===== config.mk =====
export PLATFORM = sky130hd
export DESIGN_NAME = score_bcd_converter_flat
export DESIGN_NICKNAME = d
export VERILOG_FILES = /design/src/rtl/score_bcd_converter_pkg.sv /design/src/rtl/score_bcd_converter_if.sv /design/src/rtl/score_bcd_converter_bcd_digit_adj.sv /design/src/rtl/score_bcd_converter.sv /design/src/flat_wrapper.sv
export SDC_FILE = /design/constraint.sdc
export NUM_CORES = 1
export LEC_CHECK = 0
export ABC_AREA = 1
export CAP_MARGIN = 20
export CORE_ASPECT_RATIO = 1.1
export CORE_MARGIN = 4
export CORE_UTILIZATION = 59
export DETAILED_ROUTE_END_ITERATION = 8
export PLACE_DENSITY = 0.89
export SLEW_MARGIN = 20
export SYNTH_ARGS = -nofsm -noshare
export SYNTH_HDL_FRONTEND = slang
export SYNTH_SLANG_ARGS = --single-unit

===== constraint.sdc =====
create_clock -name CLK -period 5.8 [get_ports CLK]
set_input_delay 1.16 -clock CLK [delete_from_list [all_inputs] [get_ports CLK]]
set_output_delay 1.16 -clock CLK [all_outputs]
set_load 0.05 [all_outputs]

===== src/rtl/score_bcd_converter_pkg.sv =====
// Shared constants and types for the score binary-to-BCD converter.
package score_bcd_converter_pkg;

  localparam int          DIGITS        = 8;
  localparam logic [31:0] BCD_SAT_LIMIT = 32'd100000000;
  localparam logic [3:0]  BCD_NINE      = 4'd9;
  // Narrower inputs cannot reach BCD_SAT_LIMIT, so the overflow compare is dropped.
  localparam int          OVF_MIN_W     = 27;

  typedef enum logic [1:0] {
    IDLE  = 2'd0,
    SHIFT = 2'd1,
    FIN   = 2'd2
  } state_t;

endpackage


===== src/rtl/score_bcd_converter_if.sv =====
// Request/result bundle between the score counter, the converter and the display scan.
interface score_bcd_converter_if
  import score_bcd_converter_pkg::*;
#(
  parameter int W = 32
);

  // Handshake: START is a level request, taken only when the converter is idle
  // (BUSY=0, DONE=0); BIN is captured on that same edge. BUSY stays high through the
  // conversion, and DONE is a one-cycle pulse from which BCD0..BCD7 and OVF are valid.
  // Those outputs then hold until the next DONE.
  logic         START;
  logic [W-1:0] BIN;
  logic         BUSY;
  logic         DONE;
  logic         OVF;
  logic [3:0]   BCD0, BCD1, BCD2, BCD3, BCD4, BCD5, BCD6, BCD7;
  state_t       dbg_state;

  modport master (
    output START, BIN,
    input  BUSY, DONE, OVF,
    input  BCD0, BCD1, BCD2, BCD3, BCD4, BCD5, BCD6, BCD7,
    input  dbg_state
  );

  modport slave (
    input  START, BIN,
    output BUSY, DONE, OVF,
    output BCD0, BCD1, BCD2, BCD3, BCD4, BCD5, BCD6, BCD7,
    output dbg_state
  );

endinterface


===== src/rtl/score_bcd_converter_bcd_digit_adj.sv =====
// One nibble of the double-dabble adjust: add 3 when the digit is 5 or more.
module bcd_digit_adj (
  input  logic [3:0] din,
  output logic [3:0] dout
);

  assign dout = (din >= 4'd5) ? (din + 4'd3) : din;

endmodule


===== src/rtl/score_bcd_converter.sv =====
// Sequential shift-and-add-3 binary-to-BCD converter feeding the 8-digit display.
module score_bcd_converter
  import score_bcd_converter_pkg::*;
#(
  parameter int W = 32
) (
  input logic                 CLK,
  input logic                 rst,
  score_bcd_converter_if.slave bus
);

  state_t                state, state_nx;
  logic [W-1:0]          shift_q, shift_nx;
  logic [4*DIGITS-1:0]   scratch_q, scratch_adj, scratch_nx;
  logic [4*DIGITS-1:0]   bcd_q;
  logic [5:0]            cnt_q;
  logic                  ovf_pend_q, ovf_q;
  logic                  last_shift, ovf_cmp;

  for (genvar i = 0; i < DIGITS; i++) begin : g_adj
    bcd_digit_adj u_adj (
      .din  (scratch_q[4*i +: 4]),
      .dout (scratch_adj[4*i +: 4])
    );
  end

  // The scratch MSB falls off the top of the digits; it is recycled into the spent
  // LSB of the shift register, which is never read again within the conversion.
  assign scratch_nx = {scratch_adj[4*DIGITS-2:0], shift_q[W-1]};
  assign shift_nx   = {shift_q[W-2:0], scratch_adj[4*DIGITS-1]};
  assign last_shift = (cnt_q == 6'(W - 1));
  assign ovf_cmp    = (W >= OVF_MIN_W) && (32'(bus.BIN) >= BCD_SAT_LIMIT);

  always_ff @(posedge CLK or posedge rst) begin
    if (rst) state <= IDLE;
    else     state <= state_nx;
  end

  always_comb begin
    state_nx = state;
    case (state)
      IDLE:    if (bus.START) state_nx = SHIFT;
      SHIFT:   if (last_shift) state_nx = FIN;
      FIN:     state_nx = IDLE;
      default: state_nx = IDLE;
    endcase
  end

  always_comb begin
    bus.BUSY      = (state == SHIFT);
    bus.DONE      = (state == FIN);
    bus.dbg_state = state;
  end

  always_ff @(posedge CLK or posedge rst) begin
    if (rst) begin
      shift_q    <= '0;
      scratch_q  <= '0;
      cnt_q      <= '0;
      ovf_pend_q <= 1'b0;
      ovf_q      <= 1'b0;
      bcd_q      <= '0;
    end else begin
      case (state)
        IDLE: begin
          if (bus.START) begin
            shift_q    <= bus.BIN;
            scratch_q  <= '0;
            cnt_q      <= '0;
            ovf_pend_q <= ovf_cmp;
          end
        end
        SHIFT: begin
          shift_q   <= shift_nx;
          scratch_q <= scratch_nx;
          cnt_q     <= cnt_q + 6'd1;
          // Results publish on the final shift edge, together with DONE rising.
          if (last_shift) begin
            bcd_q <= ovf_pend_q ? {DIGITS{BCD_NINE}} : scratch_nx;
            ovf_q <= ovf_pend_q;
          end
        end
        default: ;
      endcase
    end
  end

  assign bus.OVF  = ovf_q;
  assign bus.BCD0 = bcd_q[3:0];
  assign bus.BCD1 = bcd_q[7:4];
  assign bus.BCD2 = bcd_q[11:8];
  assign bus.BCD3 = bcd_q[15:12];
  assign bus.BCD4 = bcd_q[19:16];
  assign bus.BCD5 = bcd_q[23:20];
  assign bus.BCD6 = bcd_q[27:24];
  assign bus.BCD7 = bcd_q[31:28];

endmodule


===== src/flat_wrapper.sv =====
// flat-port wrapper written by rule: the top's interface ports become plain ports
module score_bcd_converter_flat import score_bcd_converter_pkg::*;
#(
  parameter int W = 32
)
  (CLK, rst, bus_START, bus_BIN, bus_BUSY, bus_DONE, bus_OVF, bus_BCD0, bus_BCD1, bus_BCD2, bus_BCD3, bus_BCD4, bus_BCD5, bus_BCD6, bus_BCD7, bus_dbg_state);
  score_bcd_converter_if #(.W(W)) bus_i ();
  input logic CLK;
  input logic rst;
  input wire logic [$bits(bus_i.START)-1:0] bus_START;
  input wire logic [$bits(bus_i.BIN)-1:0] bus_BIN;
  output wire logic [$bits(bus_i.BUSY)-1:0] bus_BUSY;
  output wire logic [$bits(bus_i.DONE)-1:0] bus_DONE;
  output wire logic [$bits(bus_i.OVF)-1:0] bus_OVF;
  output wire logic [$bits(bus_i.BCD0)-1:0] bus_BCD0;
  output wire logic [$bits(bus_i.BCD1)-1:0] bus_BCD1;
  output wire logic [$bits(bus_i.BCD2)-1:0] bus_BCD2;
  output wire logic [$bits(bus_i.BCD3)-1:0] bus_BCD3;
  output wire logic [$bits(bus_i.BCD4)-1:0] bus_BCD4;
  output wire logic [$bits(bus_i.BCD5)-1:0] bus_BCD5;
  output wire logic [$bits(bus_i.BCD6)-1:0] bus_BCD6;
  output wire logic [$bits(bus_i.BCD7)-1:0] bus_BCD7;
  output wire logic [$bits(bus_i.dbg_state)-1:0] bus_dbg_state;
  assign bus_i.START = bus_START;
  assign bus_i.BIN = bus_BIN;
  assign bus_BUSY = bus_i.BUSY;
  assign bus_DONE = bus_i.DONE;
  assign bus_OVF = bus_i.OVF;
  assign bus_BCD0 = bus_i.BCD0;
  assign bus_BCD1 = bus_i.BCD1;
  assign bus_BCD2 = bus_i.BCD2;
  assign bus_BCD3 = bus_i.BCD3;
  assign bus_BCD4 = bus_i.BCD4;
  assign bus_BCD5 = bus_i.BCD5;
  assign bus_BCD6 = bus_i.BCD6;
  assign bus_BCD7 = bus_i.BCD7;
  assign bus_dbg_state = bus_i.dbg_state;
  score_bcd_converter #(.W(W)) u_core (.CLK(CLK), .rst(rst), .bus(bus_i));
endmodule

==> results of run 1 <==
==> placed cells by master (no fill, tap or decap), types with 2 or more instances in the layout <==
cell,count
nand2_1,110
dfrtp_1,106
inv_1,104
clkdlybuf4s50_1,71
o22ai_1,52
a21oi_1,39
o21ai_0,36
nor2_1,28
nand3_1,22
ha_1,17
xor2_1,9
a22oi_1,9
clkbuf_8,9
o21ai_1,8
or2_2,6
inv_2,4
a21boi_1,4
clkinv_4,3
nor2_4,2
a21boi_0,2
nand4_1,2
==> power breakdown <==
| part | total (uW) | internal, uW | leakage, uW | switching (uW) |
|---|---|---|---|---|
| logic | 1980 | 676 | 0.00168 | 1300 |
| registers | 1340 | 1100 | 0.00122 | 239 |
| clock network | 427 | 163 | 0.0000927 | 264 |
==> area by class of cell <==
class,instances,area [um^2],share of cell area [%]
Inverter,109,411.6,6.846
Multi-Input combinational cell,355,1913,31.81
Clock buffer,10,127.6,2.122
Tap cell,111,138.9,2.310
Clock inverter,6,51.30,0.8531
Sequential cell,106,2653,44.11
Timing Repair Buffer,72,718.2,11.94
==> kinds of logic after synthesis <==
group	count (synthesis)
compound gates	155
xor+xnor	9
fa+ha+maj	17
buf+inv	130
flops	106
simple gates	174
==> worst paths after layout <==
path / end / depth (start not counted) / from
max in group asynchronous: u_core.scratch_q[27] / 3 / rst
min in group asynchronous: u_core.bcd_q[30] / 2 / rst
setup / recovery: u_core.cnt_q[2] / 6 / bus_START
hold / removal: u_core.bcd_q[18] / 2 / u_core.bcd_q[18]
hold reg to reg: u_core.bcd_q[18] / 2 / u_core.bcd_q[18]
setup reg to reg: u_core.cnt_q[2] / 7 / u_core.bus.dbg_state[0]
==> cells in the mapped netlist (all sizes together), types with 2 or more instances <==
library cell / n
a21boi: 6
a21oi: 39
a22oi: 9
buf: 16
clkbuf: 5
dfrtp: 106
ha: 17
inv: 109
nand2: 111
nand3: 23
nand4: 2
nor2: 31
o21ai: 44
o22ai: 52
or2: 6
xor2: 9
==> worst min-delay path, stage by stage (launching register included) <==
cell and delay [ns]:
dfrtp_1 0.35, nand2_1 0.05, nand2_1 0.05
==> flip-flops by register name, summed over array words and instances (netlist names) <==
name                  count
u_core.bus.dbg_state      2
u_core.cnt_q              6
u_core.bcd_q             32
u_core.scratch_q         32
u_core.shift_q           32
u_core.ovf_pend_q         1
u_core.bus.OVF            1
==> per-layer routing <==
layer | track usage [%] | up-vias | part of all wire (%)
li1 | - | 2051 | -
met2 | 40.78 | 169 | 50
met3 | 4.103 | 21 | 6.8
met4 | 8.425 | 0 | 1.8
met1 | 29.43 | 2003 | 42
met5 | 0 | - | 0
==> per-stage QoR <==
step | util [%] | worst slack, ns
after detailed placement | 69.39 | 1.778
after floorplan | - | 1.851
final | 71.52 | 2.128
after global routing | 71.52 | 1.887
after CTS | 71.52 | 2.164
after global placement | 69.39 | 1.843
==> reports/qor.txt, run 1 <==
P_leak: 0.002989 uW
Multiplexer share of the synthesized area: 0%
Post-CTS Setup Repair Bufs: 0
Mapped Nets: 643
Post-CTS sizing: 0
Critical Path RT: 6.06 ns
Max cap viols: 0
WP data arrival: 3.93 ns
Ys async rst share: 100.0%
Avg Cell Area, Syn: 8.638 um^2
Top_reg_cell synth: dfrtp_1
CP peak stage delay: 0.79 ns
H-tree depth: 3
Starting density of the core: 60.71%
CP delay by family, top: simple AND/OR/NAND/NOR gates
Post-Synth Simple-Gate Area: 14.31%
Crit end category: flip-flop
Global-route usage over all layers: 23.45%
Gr ovfl total: 0
Post-synthesis instance area: 5105 um^2
Synth area leader: dfrtp_1
Final Hold Viols: 0
Least-Margin Pin Slew: 1.065 ns
Pwr/cell area: 622.9 nW/um^2
Count of final max-slew check failures: 0
Critical path, cell by cell: clkdlybuf4s50_1 > nand2_1 > nand2_2 > inv_2 > nand2_1 > o31ai_1
First DRT Iteration DRCs: 272
Synth Area in Adders: 4.167%
Slowest CP cell: nand2_1
Final Wtd Congestion: 0.8959
Drt total wl: 11.65 mm
DR vias/cell: 5.519
Clk pin slew, worst setup/hold paths: 0.10 ns
Post-synthesis register bit count: 106
Clock sinks: 106
WL per Instance: 15.15 um
IO Count: 72
Final setup TNS: 0 ns
# rows: 35
Fmax: 272.4 MHz
Core box area: 8408 um^2
Crit share post-route: 63.31%
First-pass GRT wire length: 19.77 mm
Startpoint Class: primary input
Fin nets: 705
Final Non-Filler Cells: 769
Syn Inst Count: 591
Antenna Cells: 0
CTS tree: done
# DRC: 0
Initial antenna violation count: 0
Max clock buf depth: 2
Fin Hold WS: 0.4849 ns
CP dominant cell by count: nand2_1
Number of port buffers: 71
Post-DP HPWL: 7.912 mm
RSZ-0062 raised after global routing: false
Crit-path max FO: 37
Die Area: 10210 um^2
Clock Latency Late Sink: 0.37 ns
R2r setup slk: 2.76 ns
Vias in the first global route: 4325
Hold/Removal Path Class: reg2reg
Final instance area: 6013 um^2
Synth warn: 0
Die width: 96.69 um
Placed inst area: 5834 um^2
Post-Synth XOR/XNOR Area: 1.544%
Antenna Nets Post-Route: 0
Total CTS buffers: 9
Cell variety after synth: 30
Die height: 105.6 um
Clock skew: 0.01585 ns
CTS Hold Bufs: 0
Total chip power: 3746 uW
Peak VDD IR: 0.2295 mV
Number of flops mapped to enable cells by yosys: 0
Final setup fails: 0
Vias: 4244
Layout cells sized above 1: 4.863%
Synth top area share: 51.96%
Worst relative slew slack: 28.82%
Synth Area in Compound Gates: 17.45%
Drt pass-1 iters: 7
Filler Cells Inserted: 669
Min Tclk post-route: 3.672 ns
Pin count of the biggest net entering global routing: 64
Area Overhead vs Synth: 17.79%
Sequential share of the synthesized area: 51.96%
Synth area leaders: dfrtp_1, nand2_1, inv_1
Placed cells: 753
CTS root buf: clkbuf_8
Buf/Inv on CP: 2
Outcome: finished clean
Crit Path Class: in2reg
Largest family of logic cells by synthesized area: compound AO/OA/AOI/OAI gates
No activity file was read; power rests on OpenSTA's default activity.
==> run 2: changes to the inputs <==
--- a/config.mk
+++ b/config.mk
@@ -9,9 +9,9 @@
 export CAP_MARGIN = 20
 export CORE_ASPECT_RATIO = 1.1
 export CORE_MARGIN = 4
-export CORE_UTILIZATION = 59
+export CORE_UTILIZATION = 49
 export DETAILED_ROUTE_END_ITERATION = 8
-export PLACE_DENSITY = 0.89
+export PLACE_DENSITY = 0.8
 export SLEW_MARGIN = 20
 export SYNTH_ARGS = -nofsm -noshare
 export SYNTH_HDL_FRONTEND = slang
==> constraint.sdc (replaced) <==
create_clock -name CLK -period 3.3 [get_ports CLK]
set_input_delay 0.66 -clock CLK [delete_from_list [all_inputs] [get_ports CLK]]
set_output_delay 0.66 -clock CLK [all_outputs]
set_load 0.05 [all_outputs]
==> reports/qor.txt, run 2 (synthesized netlist as in run 1, its figures left out) <==
Die height: 115.1 um
Crit end category: primary output
# DRC: 0
Largest regs: u_core.bcd_q x32, u_core.scratch_q x32, u_core.shift_q x32
Slowest CP cell: clkdlybuf4s50_1
CP peak stage delay: 0.83 ns
Startpoint Class: flip-flop
CTS tree: done
Hold/Removal Path Class: reg2reg
CTS root buf: clkbuf_8
Fmax: 401.4 MHz
Final Hold Viols: 0
Drt total wl: 11.38 mm
CP Depth: 3
Post-DP HPWL: 8.020 mm
R2r setup slk: 1.33 ns
Max cap viols: 0
Hold path start: u_core.bcd_q[25]
CP delay by family, top: buffers and inverters
First-pass GRT wire length: 19.60 mm
Fin nets: 713
Clock skew: 0.008456 ns
RR Endpoint: u_core.bus.OVF
Buf/Inv on CP: 2
Commonest non-fill, non-tap cell in the layout: nand2_1
IO Count: 72
Max clock buf depth: 2
Area Overhead vs Synth: 20.47%
Fin util: 61.30%
Crit share post-route: 75.50%
WL per Instance: 14.12 um
Crit-path max FO: 4
Crit Path Class: reg2out
Number of port buffers: 71
Clock sinks: 106
Least-Margin Pin Slew: 0.5774 ns
Global-route usage over all layers: 19.75%
Antenna Cells: 0
Hold Path End: u_core.bcd_q[25]
Min Tclk post-route: 2.492 ns
Gr ovfl total: 0
Initial antenna violation count: 0
# rows: 38
Final Wtd Congestion: 0.8581
Starting density of the core: 50.89%
Drt pass-1 iters: 4
Vias in the first global route: 4186
P_leak: 0.003032 uW
Pin count of the biggest net entering global routing: 52
Clk pin slew, worst setup/hold paths: 0.09 ns
Final setup fails: 0
Outcome: finished clean
Worst relative slew slack: 61.42%
Place WS: 1.047 ns
Final setup TNS: 0 ns
Pwr/cell area: 1073 nW/um^2
Post-CTS Setup Repair Bufs: 0
Critical Path RT: 2.64 ns
Worst Hold Depth: 2
First DRT Iteration DRCs: 178
Post-route setup slack: 0.8085 ns
Commonest cells after routing, fill and taps aside: nand2_1, dfrtp_1, inv_1
Total CTS buffers: 9
Layout cells sized above 1: 6.006%
Clock Latency Late Sink: 0.37 ns
Antenna Nets Post-Route: 0
Core box area: 10030 um^2
WP data arrival: 1.83 ns
Die width: 105.3 um
RSZ-0062 raised after global routing: false
H-tree depth: 3
R2r startpoint: u_core.bus.dbg_state[0]
Peak VDD IR: 0.3685 mV
Worst R2R Path Depth: 7
Count of final max-slew check failures: 0
Critical path, cell by cell: inv_1 > nor2_1 > clkdlybuf4s50_1
CTS Hold Bufs: 0
Post-CTS sizing: 0
Die Area: 12120 um^2
DR vias/cell: 5.257
Filler Cells Inserted: 864
Vias: 4237
run 2: layout make-up:
cell class | count | area [um^2] | area share, %
repair buffers | 80 | 790.8 | 12.86
well taps | 140 | 175.2 | 2.848
multi-input cells | 355 | 1913 | 31.11
inverters | 109 | 412.9 | 6.714
clock buffers | 12 | 155.1 | 2.523
clock inverters | 4 | 50.05 | 0.8138
flip-flops and latches | 106 | 2653 | 43.13
run 2: stage by stage:
step	cell area [um^2]	hold slack [ns]	instances	total power [uW]
global route	6150	0.5038	806	7150
global placement	5944	0.4638	790	5628
CTS	6150	0.4897	806	6629
floorplan	5109	0.4706	591	4811
detailed placement	5944	0.4655	790	5798
finish	6150	0.4828	806	6599
run 2: report_power, final:
| group | total (uW) | switching (uW) | internal (uW) | leakage, uW |
|---|---|---|---|---|
| combinational | 3430 | 2220 | 1210 | 0.00172 |
| sequential | 2350 | 407 | 1940 | 0.00122 |
| clock | 820 | 428 | 392 | 0.0000986 |
| total | 6600 | 3060 | 3540 | 0.00303 |
run 2: worst max path at each step:
stage                                   end                    start  slack, ns
after floorplan                    bus_DONE  u_core.bus.dbg_state[1]       1.22
after global placement      u_core.cnt_q[1]                bus_START       1.09
after detailed placement  u_core.shift_q[9]                bus_START       1.05
after CTS                          bus_DONE  u_core.bus.dbg_state[1]       0.80
after global routing               bus_DONE  u_core.bus.dbg_state[1]       0.68
final                              bus_DONE  u_core.bus.dbg_state[1]       0.81
run 2: tightest hold or removal path: stages, from the launching register on:
cell and delay, ns:
dfrtp_1 0.35, nand2_1 0.05, nand2_1 0.05
run 2: metal layers:
layer | share of wire [%] | wire length (um) | GRT usage [%]
met1 | 44 | 5002 | 25.19
met2 | 48 | 5515 | 33.63
met3 | 6.1 | 692 | 4.941
met4 | 1.5 | 168 | 5.599
met5 | 0 | 0 | 0
